## src/rtl/wb_mux_pipe.sv

```systemverilog
// Registered writeback-select stage: picks one of NUM_SRC results, holds it with its
// destination for the RegFile write port, and keeps the last committed value for forwarding.
module wb_mux_pipe #(
  parameter int WIDTH   = 8,
  parameter int NUM_SRC = 3,
  parameter int ADDR_W  = 4,
  parameter int SEL_W   = $clog2(NUM_SRC)
) (
  input  logic                     Clk,
  input  logic                     Reset,
  input  logic                     InValid,
  input  logic [SEL_W-1:0]         InSel,
  input  logic [NUM_SRC*WIDTH-1:0] InData,
  input  logic [ADDR_W-1:0]        InDest,
  input  logic                     Stall,
  input  logic                     Flush,
  output logic                     OutValid,
  output logic [WIDTH-1:0]         OutData,
  output logic [ADDR_W-1:0]        OutDest,
  output logic                     WrEn,
  output logic [WIDTH-1:0]         LastData,
  output logic [ADDR_W-1:0]        LastDest,
  output logic                     LastValid,
  output logic                     SelErr,
  output logic [7:0]               ErrCount
);

  typedef enum logic {EMPTY = 1'b0, FULL = 1'b1} state_t;

  state_t              state_q, state_d;
  logic [WIDTH-1:0]    data_q, data_d;
  logic [ADDR_W-1:0]   dest_q, dest_d;
  logic [WIDTH-1:0]    last_data_q, last_data_d;
  logic [ADDR_W-1:0]   last_dest_q, last_dest_d;
  logic                last_valid_q, last_valid_d;
  logic                sel_err_q, sel_err_d;
  logic [7:0]          err_cnt_q, err_cnt_d;

  logic [31:0]         sel_ext;
  logic                sel_legal;
  logic [WIDTH-1:0]    sel_data;

  // With a power-of-two source count every select value is in range.
  assign sel_ext   = 32'(InSel);
  assign sel_legal = (sel_ext < 32'(NUM_SRC));

  always_comb begin
    sel_data = '0;
    for (int i = 0; i < NUM_SRC; i++) begin
      if (sel_ext == 32'(i)) sel_data = InData[i*WIDTH +: WIDTH];
    end
  end

  assign WrEn = (state_q == FULL) && !Stall;

  always_comb begin
    state_d      = state_q;
    data_d       = data_q;
    dest_d       = dest_q;
    last_data_d  = last_data_q;
    last_dest_d  = last_dest_q;
    last_valid_d = last_valid_q;
    sel_err_d    = sel_err_q;
    err_cnt_d    = err_cnt_q;

    if (WrEn) begin
      last_data_d  = data_q;
      last_dest_d  = dest_q;
      last_valid_d = 1'b1;
    end

    // Flush wins over stall and skips the select check; a stall freezes everything.
    if (Flush) begin
      state_d = EMPTY;
    end else if (!Stall) begin
      state_d = EMPTY;
      if (InValid && sel_legal) begin
        state_d = FULL;
        data_d  = sel_data;
        dest_d  = InDest;
      end else if (InValid) begin
        sel_err_d = 1'b1;
        if (err_cnt_q != 8'hFF) err_cnt_d = err_cnt_q + 8'd1;
      end
    end
  end

  always_ff @(posedge Clk or negedge Reset) begin
    if (!Reset) begin
      state_q      <= EMPTY;
      data_q       <= '0;
      dest_q       <= '0;
      last_data_q  <= '0;
      last_dest_q  <= '0;
      last_valid_q <= 1'b0;
      sel_err_q    <= 1'b0;
      err_cnt_q    <= '0;
    end else begin
      state_q      <= state_d;
      data_q       <= data_d;
      dest_q       <= dest_d;
      last_data_q  <= last_data_d;
      last_dest_q  <= last_dest_d;
      last_valid_q <= last_valid_d;
      sel_err_q    <= sel_err_d;
      err_cnt_q    <= err_cnt_d;
    end
  end

  assign OutValid  = (state_q == FULL);
  assign OutData   = data_q;
  assign OutDest   = dest_q;
  assign LastData  = last_data_q;
  assign LastDest  = last_dest_q;
  assign LastValid = last_valid_q;
  assign SelErr    = sel_err_q;
  assign ErrCount  = err_cnt_q;

endmodule

```

## config.mk

```make
export PLATFORM = sky130hd
export DESIGN_NAME = wb_mux_pipe
export DESIGN_NICKNAME = d
export VERILOG_FILES = /design/src/rtl/wb_mux_pipe.sv
export SDC_FILE = /design/constraint.sdc
export NUM_CORES = 1
export LEC_CHECK = 0
export CORE_AREA = 3 3 68 63
export DETAILED_ROUTE_END_ITERATION = 6
export DIE_AREA = 0 0 71 66
export PLACE_DENSITY = 0.79
export RECOVER_POWER = 25
export SYNTH_ARGS = -nofsm -noshare
export SYNTH_HDL_FRONTEND = slang
export SYNTH_SLANG_ARGS = --single-unit
```

## constraint.sdc

```tcl
create_clock -name Clk -period 2.47 [get_ports Clk]
set_clock_uncertainty 0.15 [all_clocks]
set_input_delay 0.494 -clock Clk [delete_from_list [all_inputs] [get_ports Clk]]
set_output_delay 0.494 -clock Clk [all_outputs]
set_load 0.01 [all_outputs]
```

* Word-level counts from Yosys, hierarchy flattened
Index checks and enable logic that the tools add are counted.
** Word-level totals
- Register bits after elaboration :: 35
- Input bits :: 35
- Output and inout port bits :: 36
- Word-level logic and storage cells :: 30
** Cells by class
- Add/subtract/negate cells :: 1
- Order comparisons :: 1
- Equal/unequal tests :: 4
- Multiplexer cells :: 6
- Bitwise gates (word level) :: 3
- Reduce and logical (&&, ||, !) cells :: 7
** Operators by type and width (count)
- $logic_not A32 Y1 :: 1
- $mux W8 :: 3
- $add A8 B1 Y8 const B :: 1
- $ne A8 B8 Y1 const B :: 1
- $reduce_and A5 Y1 :: 1
- $reduce_and A4 Y1 :: 1
- $mux W1 :: 3
- $not A1 Y1 :: 3
- $reduce_and A3 Y1 :: 1
- $eq A2 B1 Y1 const B :: 1
- $eq A2 B2 Y1 const B :: 1
- $logic_and A1 B1 Y1 :: 2
- $lt A2 B2 Y1 const B :: 1
- $ne A2 B1 Y1 const B :: 1
- $logic_not A1 Y1 :: 1

* Depth between registers and ports, before layout
Gate-level depths: netlist of run 1.
- Depth after elaboration :: 5
- Mapped depth :: 5
- Mapped depth without buffers :: 5

* Worst setup path before layout of run 1
Ideal clock, no wire load.
- Path type :: input port to flip-flop
- Start point :: in Flush
- End point :: reg err_cnt_q[7] (netlist: ErrCount[7])
- Setup time :: 0.128 ns
- Data arrival time :: 1.405 ns
- Required time :: 2.192 ns
- Setup slack :: 0.787 ns
- Stages on the path :: 4
- Path buffers :: 0
- Path through :: nor3b_4 > nand3_2 > nor3_1 > mux2_1
** Between the ends
- Word-level cells in the longest chain between the ends :: 2
** Ends and longest elaborated chain
- start, declared :: line 16 : input logic Flush,
- $not A1 Y1 (no line)
- $reduce_and A5 Y1 (no line)
- end signal, assigned :: line 106 : err_cnt_q <= err_cnt_d;
- end, declared :: line 37 : logic [7:0] err_cnt_q, err_cnt_d;
Every way passes these cells.
A chain may end at the register's enable or synchronous reset.

* Worst setup path in the final report of run 1
- Start point :: in Stall
- End point :: out WrEn
** Between the ends
- Word-level cells in the longest chain between the ends :: 2
** Ends and longest elaborated chain
- start, declared :: line 15 : input logic Stall,
- $logic_not A1 Y1
- $logic_and A1 B1 Y1 :: line 54 : assign WrEn = (state_q == FULL) && !Stall;
- end, declared :: line 20 : output logic WrEn,
Every way passes these cells.

==> out/summary.txt, run 1 <==
dpl hpwl: 3.087 mm
Yosys top cell area share: 55.21%
number of nets in the layout: 250
DRC violations left: 0
biggest area consumer among synthesized cells: dfrtp_1
Ys Warns: 0
Net Count, Synth: 172
Worst Setup End Kind: output port
GRT met1 Usage: 21.68%
Final Hold Vio Count: 0
H-tree Lvls: 2
Cells after Synth: 136
fraction of layout cells with a size suffix above 1: 17.84%
ANT nets after route: 0
cts repair resizes: 0
crit path launch type: primary input
Seq/Total Area, Yosys: 55.21%
register share of total power: 45.0%
final-report setup violation count: 0
most frequent cells in the layout: clkdlybuf4s50_1, dfrtp_1, mux2_2
CTS hold repair buffers: 0
outcome: finished, final reports clean
number of buffers created by CTS: 5
initial cell density of the core: 43.13%
max-slew violation count: 0
Worst Path Max Fanout: 2
Slew headroom: 44.03%
reg2reg path depth: 4
internal power: 1.278 mW
Via Count: 1295
routed len/inst: 15.19 um
Cell Rows: 21
arrival time worst endpoint: 1.73 ns
IO buf count: 70
DRT iter0 DRCs: 31
GRT Total Usage: 17.77%
Pwr Density: 730.3 nW/um2
Worst Max-Slew Pin Slew: 0.8395 ns
final worst slack: 0.09643 ns
RSZ-0062 raised after global routing: false
synth top area cells: dfrtp_1, mux2_2, mux2i_1
#FFs+latches synth: 35
CTS clk-pin slew, worst paths: 0.06 ns
Setup TNS Final: 0 ns
clk_lat worst skew: 0.28 ns
met2 Resource Use GR: 31.37%
Pleak: 1.039 nW
GR Layer Usage met3: 3.799%
Highest Clock Rate: 421.3 MHz
initial antenna violation count: 0
CTS Root Cell: clkbuf_8
first-pass GRT wire length: 6.458 mm
Syn Std Cell Area: 1587 um2
Peak VDD IR: 0.4559 mV
Routed Wire Length: 3.934 mm
vias in the first global route: 1306
CTS Sinks: 35
placed cells: 253
Tcrit/Tclk final: 96.10%
synth-to-layout area growth: 53.71%
largest net degree at the start of global routing: 36
Most Used Layer, Global Route: met2
CTS tree: built
Max-Cap Viols: 0
Die Y: 66 um
IO Count: 71
Synth cell types: 26
clk buf depth: 2
Clock power frac: 21.0%
Comb power frac: 33.9%
Avg Inst Size Synth: 11.67 um2
Antenna Cells: 0
First-pass DRT Iterations: 4
pre-CTS setup slack: 0.09621 ns
fin cells: 259
Post CTS Setup Buffer Count: 0
die width: 71 um
sw frac: 28.23%
Placer Congestion: 0.8038
Final Critical Period: 2.374 ns
Worst EP required: 1.83 ns
HP Class: reg -> reg
Core ar.: 3679 um2
Fillers: 299
leading cell type in the layout, fill and taps excluded: clkdlybuf4s50_1
Setup CP Type: in -> out
grt total ovfl: 0
drt via density: 5.000
Switch Pwr: 0.5027 mW
DIE AREA: 4686 um2
Hold Path Stages: 1
-- worst max-delay path, stage by stage --
cell	delay, ns
clkdlybuf4s50_1	0.44
nor2b_1	0.21
clkdlybuf4s50_1	0.59
-- cells in the mapped netlist --
library cell   n
nand2b_1       2
mux2i_1        8
dfrtp_1       35
nor2_1        10
buf_2          2
nand2_2        1
mux2_2        19
o21ai_0       10
nand2_1       13
xor2_1         1
nor3_2         1
nand3_2        1
nor2b_1        2
inv_1          2
buf_4          2
a21oi_1        8
ha_1           1
nand3_1        3
clkbuf_1       3
nor3b_4        1
xnor2_1        2
o2111ai_2      1
mux2_1         2
nor3_1         2
nand4_1        3
or2_2          1
-- kinds of logic after synthesis --
kind of cell	count (synthesis)	share of synthesized area, %
DFF	35	55.21
and+or+nand+nor	40	13.01
xor gates and xnor gates	3	1.656
buffers and inverters	9	2.760
AOI/OAI and AO/OA	19	6.625
muxes	29	19.95
adders and majority gates	1	0.7885
-- metrics by stage --
step,hold slack (ns),utilization (%),power [mW],area (um2)
after floorplan,0.04841,-,1.026,1587
after global placement,0.3037,64.39,1.399,2369
after detailed placement,0.3063,64.39,1.427,2369
after CTS,0.3220,66.36,1.805,2441
after global routing,0.3450,66.29,1.883,2439
final,0.3158,66.29,1.781,2439
-- per-layer routing --
layer | wire (um) | vias up
met5 | 0 | -
met4 | 26 | 0
met3 | 171 | 4
met2 | 2168 | 30
met1 | 1567 | 636
li1 | - | 625
-- path summary, 6_finish.rpt --
check                       startpoint           to  slack (ns)
max reg2reg                ErrCount[0]  ErrCount[1]        0.69
max in group asynchronous        Reset  ErrCount[0]        0.95
min in group asynchronous        Reset  LastData[4]        0.70
min                          LastValid    LastValid        0.32
max                              Stall         WrEn         0.1
min reg2reg                  LastValid    LastValid        0.32
-- power groups by stage --
stage	Sequential [mW]	Combinational (mW)	Clock, mW
floorplan	0.865	0.161	0
global placement	0.802	0.597	0
detailed placement	0.814	0.613	0
CTS	0.805	0.616	0.384
global route	0.822	0.651	0.410
finish	0.802	0.604	0.375
-- area by class of cell --
class | instances | area [um2] | area share, %
Sequential cell | 35 | 875.8 | 35.92
Multi-Input combinational cell | 92 | 666.9 | 27.35
Tap cell | 46 | 57.56 | 2.360
Timing Repair Buffer | 78 | 758.2 | 31.09
Clock buffer | 6 | 72.57 | 2.976
Inverter | 2 | 7.507 | 0.3079
-- flip-flops by register name, summed over array words and instances (netlist names) --
signal     cells
OutDest        4
LastValid      1
LastData       8
SelErr         1
OutValid       1
ErrCount       8
LastDest       4
OutData        8
No activity file was read; power rests on OpenSTA's default activity.
==> inputs of run 2 (changes only) <==
Settings changed: GPL_TIMING_DRIVEN set to 0.
==> run 2 against run 1 <==
  * Die area did not move
  * Combinational power barely moved
  * Global-route usage fell by 0.37 points
  * Maximum frequency rose by 14%
  * Power rose by 4.4%
  * The flow now finishes with violations (max-capacitance violations, max-slew violations)
  * Sequential power barely moved
  * Sequential cell count did not move
  * Critical endpoint unchanged
  * Cell count rose by 0.39%
  * First-iteration DRC count rose by 94%
  * Sequential share of layout area fell by 0.13 points
  * Via count rose by 0.31%
  * Critical path depth rose by 2
==> out/summary.txt, run 2 (synthesized netlist as in run 1, its figures left out) <==
pre-CTS setup slack: -0.3986 ns (-0.4949 ns)
Max-Cap Viols: 1 (+1)
Slew headroom: -19.27% (-63 points)
HP Class: reg -> reg
Pwr Density: 759.3 nW/um2 (+4.0%)
Final Critical Period: 2.088 ns (-0.2859 ns)
Worst Path Max Fanout: 10 (+8)
Setup CP Type: in -> out
Cell Rows: 21 (unchanged)
grt total ovfl: 0 (unchanged)
RR Endpoint: ErrCount[1]
Worst Setup End Kind: output port
ANT nets after route: 0 (unchanged)
Placer Congestion: 0.7349 (-8.6%)
clk_lat worst skew: 0.28 ns (about the same)
clk buf depth: 2 (unchanged)
CTS Root Cell: clkbuf_8
Hold Crit Start: SelErr
Tcrit/Tclk final: 84.52% (-12 points)
max-slew violation count: 36 (+36)
arrival time worst endpoint: 1.44 ns (-0.29 ns)
number of buffers created by CTS: 5 (unchanged)
fraction of layout cells with a size suffix above 1: 17.29% (-0.55 points)
Final Hold Vio Count: 0 (unchanged)
RSZ-0062 raised after global routing: false
vias in the first global route: 1357 (+3.9%)
CTS tree: built
final worst slack: 0.3823 ns (+0.2859 ns)
DIE AREA: 4686 um2 (unchanged)
Die Y: 66 um (unchanged)
IO Count: 71 (unchanged)
H-tree Lvls: 2 (unchanged)
leading cell type in the layout, fill and taps excluded: clkdlybuf4s50_1
Final Cell Area: 2447 um2 (+0.36%)
GRT Total Usage: 17.40% (-0.37 points)
Antenna Cells: 0 (unchanged)
IO buf count: 70 (unchanged)
RR Startpoint: ErrCount[0]
Peak VDD IR: 0.5566 mV (+22%)
hold slack: 0.3139 ns (-0.001895 ns)
Via Count: 1299 (+0.31%)
Worst EP required: 1.83 ns (about the same)
reg2reg path depth: 4 (unchanged)
placed cells: 252 (-0.40%)
Setup TNS Final: 0 ns (unchanged)
WHS Endpoint: SelErr
outcome: finished with violations
Highest Clock Rate: 479.0 MHz (+14%)
Post CTS Setup Buffer Count: 0 (unchanged)
fin cells: 260 (+0.39%)
failing checks: max-capacitance violations, max-slew violations
Worst R2R Setup Slack: 0.69 ns (about the same)
First-pass DRT Iterations: 4 (unchanged)
Post-DP Area: 2340 um2 (-1.2%)
Core ar.: 3679 um2 (unchanged)
most frequent cells in the layout: clkdlybuf4s50_1, dfrtp_1, mux2_2
CTS clk-pin slew, worst paths: 0.07 ns (about the same)
final-report setup violation count: 0 (unchanged)
initial antenna violation count: 0 (unchanged)
Pleak: 1.056 nW (+1.6%)
number of nets in the layout: 249 (-0.40%)
first-pass GRT wire length: 6.389 mm (-1.1%)
DRC violations left: 0 (unchanged)
DRT iter0 DRCs: 60 (+94%)
die width: 71 um (unchanged)
drt via density: 4.996 (about the same)
dpl hpwl: 3.107 mm (+0.64%)
initial cell density of the core: 43.13% (unchanged)
routed len/inst: 15.30 um (+0.75%)
CTS Sinks: 35 (unchanged)
crit path launch type: primary input
Worst Max-Slew Pin Slew: 1.789 ns (+0.9495 ns)
Hold Path Stages: 1 (unchanged)
synth-to-layout area growth: 54.26%
largest net degree at the start of global routing: 36 (unchanged)
Routed Wire Length: 3.979 mm (+1.1%)
## run 2: cell types whose count changed in the layout (fill, tap and decap cells not counted)
cell | previous run | this run
buf_2 | 0 | 2
buf_4 | 7 | 1
buf_6 | 0 | 1
clkbuf_1 | 1 | 4
clkbuf_2 | 1 | 0
clkbuf_4 | 0 | 1
clkbuf_8 | 5 | 7
clkdlybuf4s50_1 | 69 | 67
dlygate4sd2_1 | 0 | 1
dlygate4sd3_1 | 1 | 0
dlymetal6s2s_1 | 0 | 1
## run 2: cell type report
class | count | area [um2]
well taps | 46 | 57.56
flip-flops and latches | 35 | 875.8
fillers | 287 | 1231
plain buffers | 7 | 43.79
clock buffers | 8 | 100.1
inverters | 2 | 7.507
repair buffers | 70 | 695.7
multi-input cells | 92 | 666.9
## run 2: stage by stage
step                      total power, mW  utilization, %
after CTS                           1.879           66.50
after detailed placement            1.427           63.61
final                               1.858           66.53
after floorplan                     1.026               -
after global routing                1.954           66.53
after global placement              1.394           63.74
## run 2: routing by layer
metal / vias up / wire [um] / global-route usage [%]
met4: 0 / 32 / 6.338
li1: 622 / - / -
met2: 32 / 2200 / 31.94
met5: - / 0 / 0
met1: 640 / 1599 / 19.52
met3: 5 / 146 / 4.255
## run 2: report_power, final
part	switching, mW	internal [mW]	total (mW)
Sequential	0.0971	0.707	0.804
Clock	0.199	0.254	0.453
Combinational	0.221	0.380	0.602
Total	0.517	1.34	1.86
## run 2: how the worst max path moves through the flow
| stage | from | end | slack (ns) | cells after the start |
|---|---|---|---|---|
| 3_5_place_dp | Stall | WrEn | -0.40 | 5 |
| 4_1_cts | Stall | WrEn | 0.02 | 5 |
| 3_3_place_gp | Stall | WrEn | -0.34 | 5 |
| 2_1_floorplan | Flush | ErrCount[7] | 0.79 | 4 |
| 5_1_grt | Reset | ErrCount[7] | 0.22 | 1 |
| 6_report | Stall | WrEn | 0.38 | 5 |
## run 2: timing repair
item,in CTS,in global routing
endpoints found under the setup margin,1,1
hold buffers,0,0
gates resized for setup,4,1
hold endpoints to repair,0,0
## run 2: worst max-delay path, stage by stage
cell and delay (ns):
dlygate4sd2_1 0.29, nor2b_1 0.14, clkbuf_4 0.19, buf_6 0.16, dlymetal6s2s_1 0.17
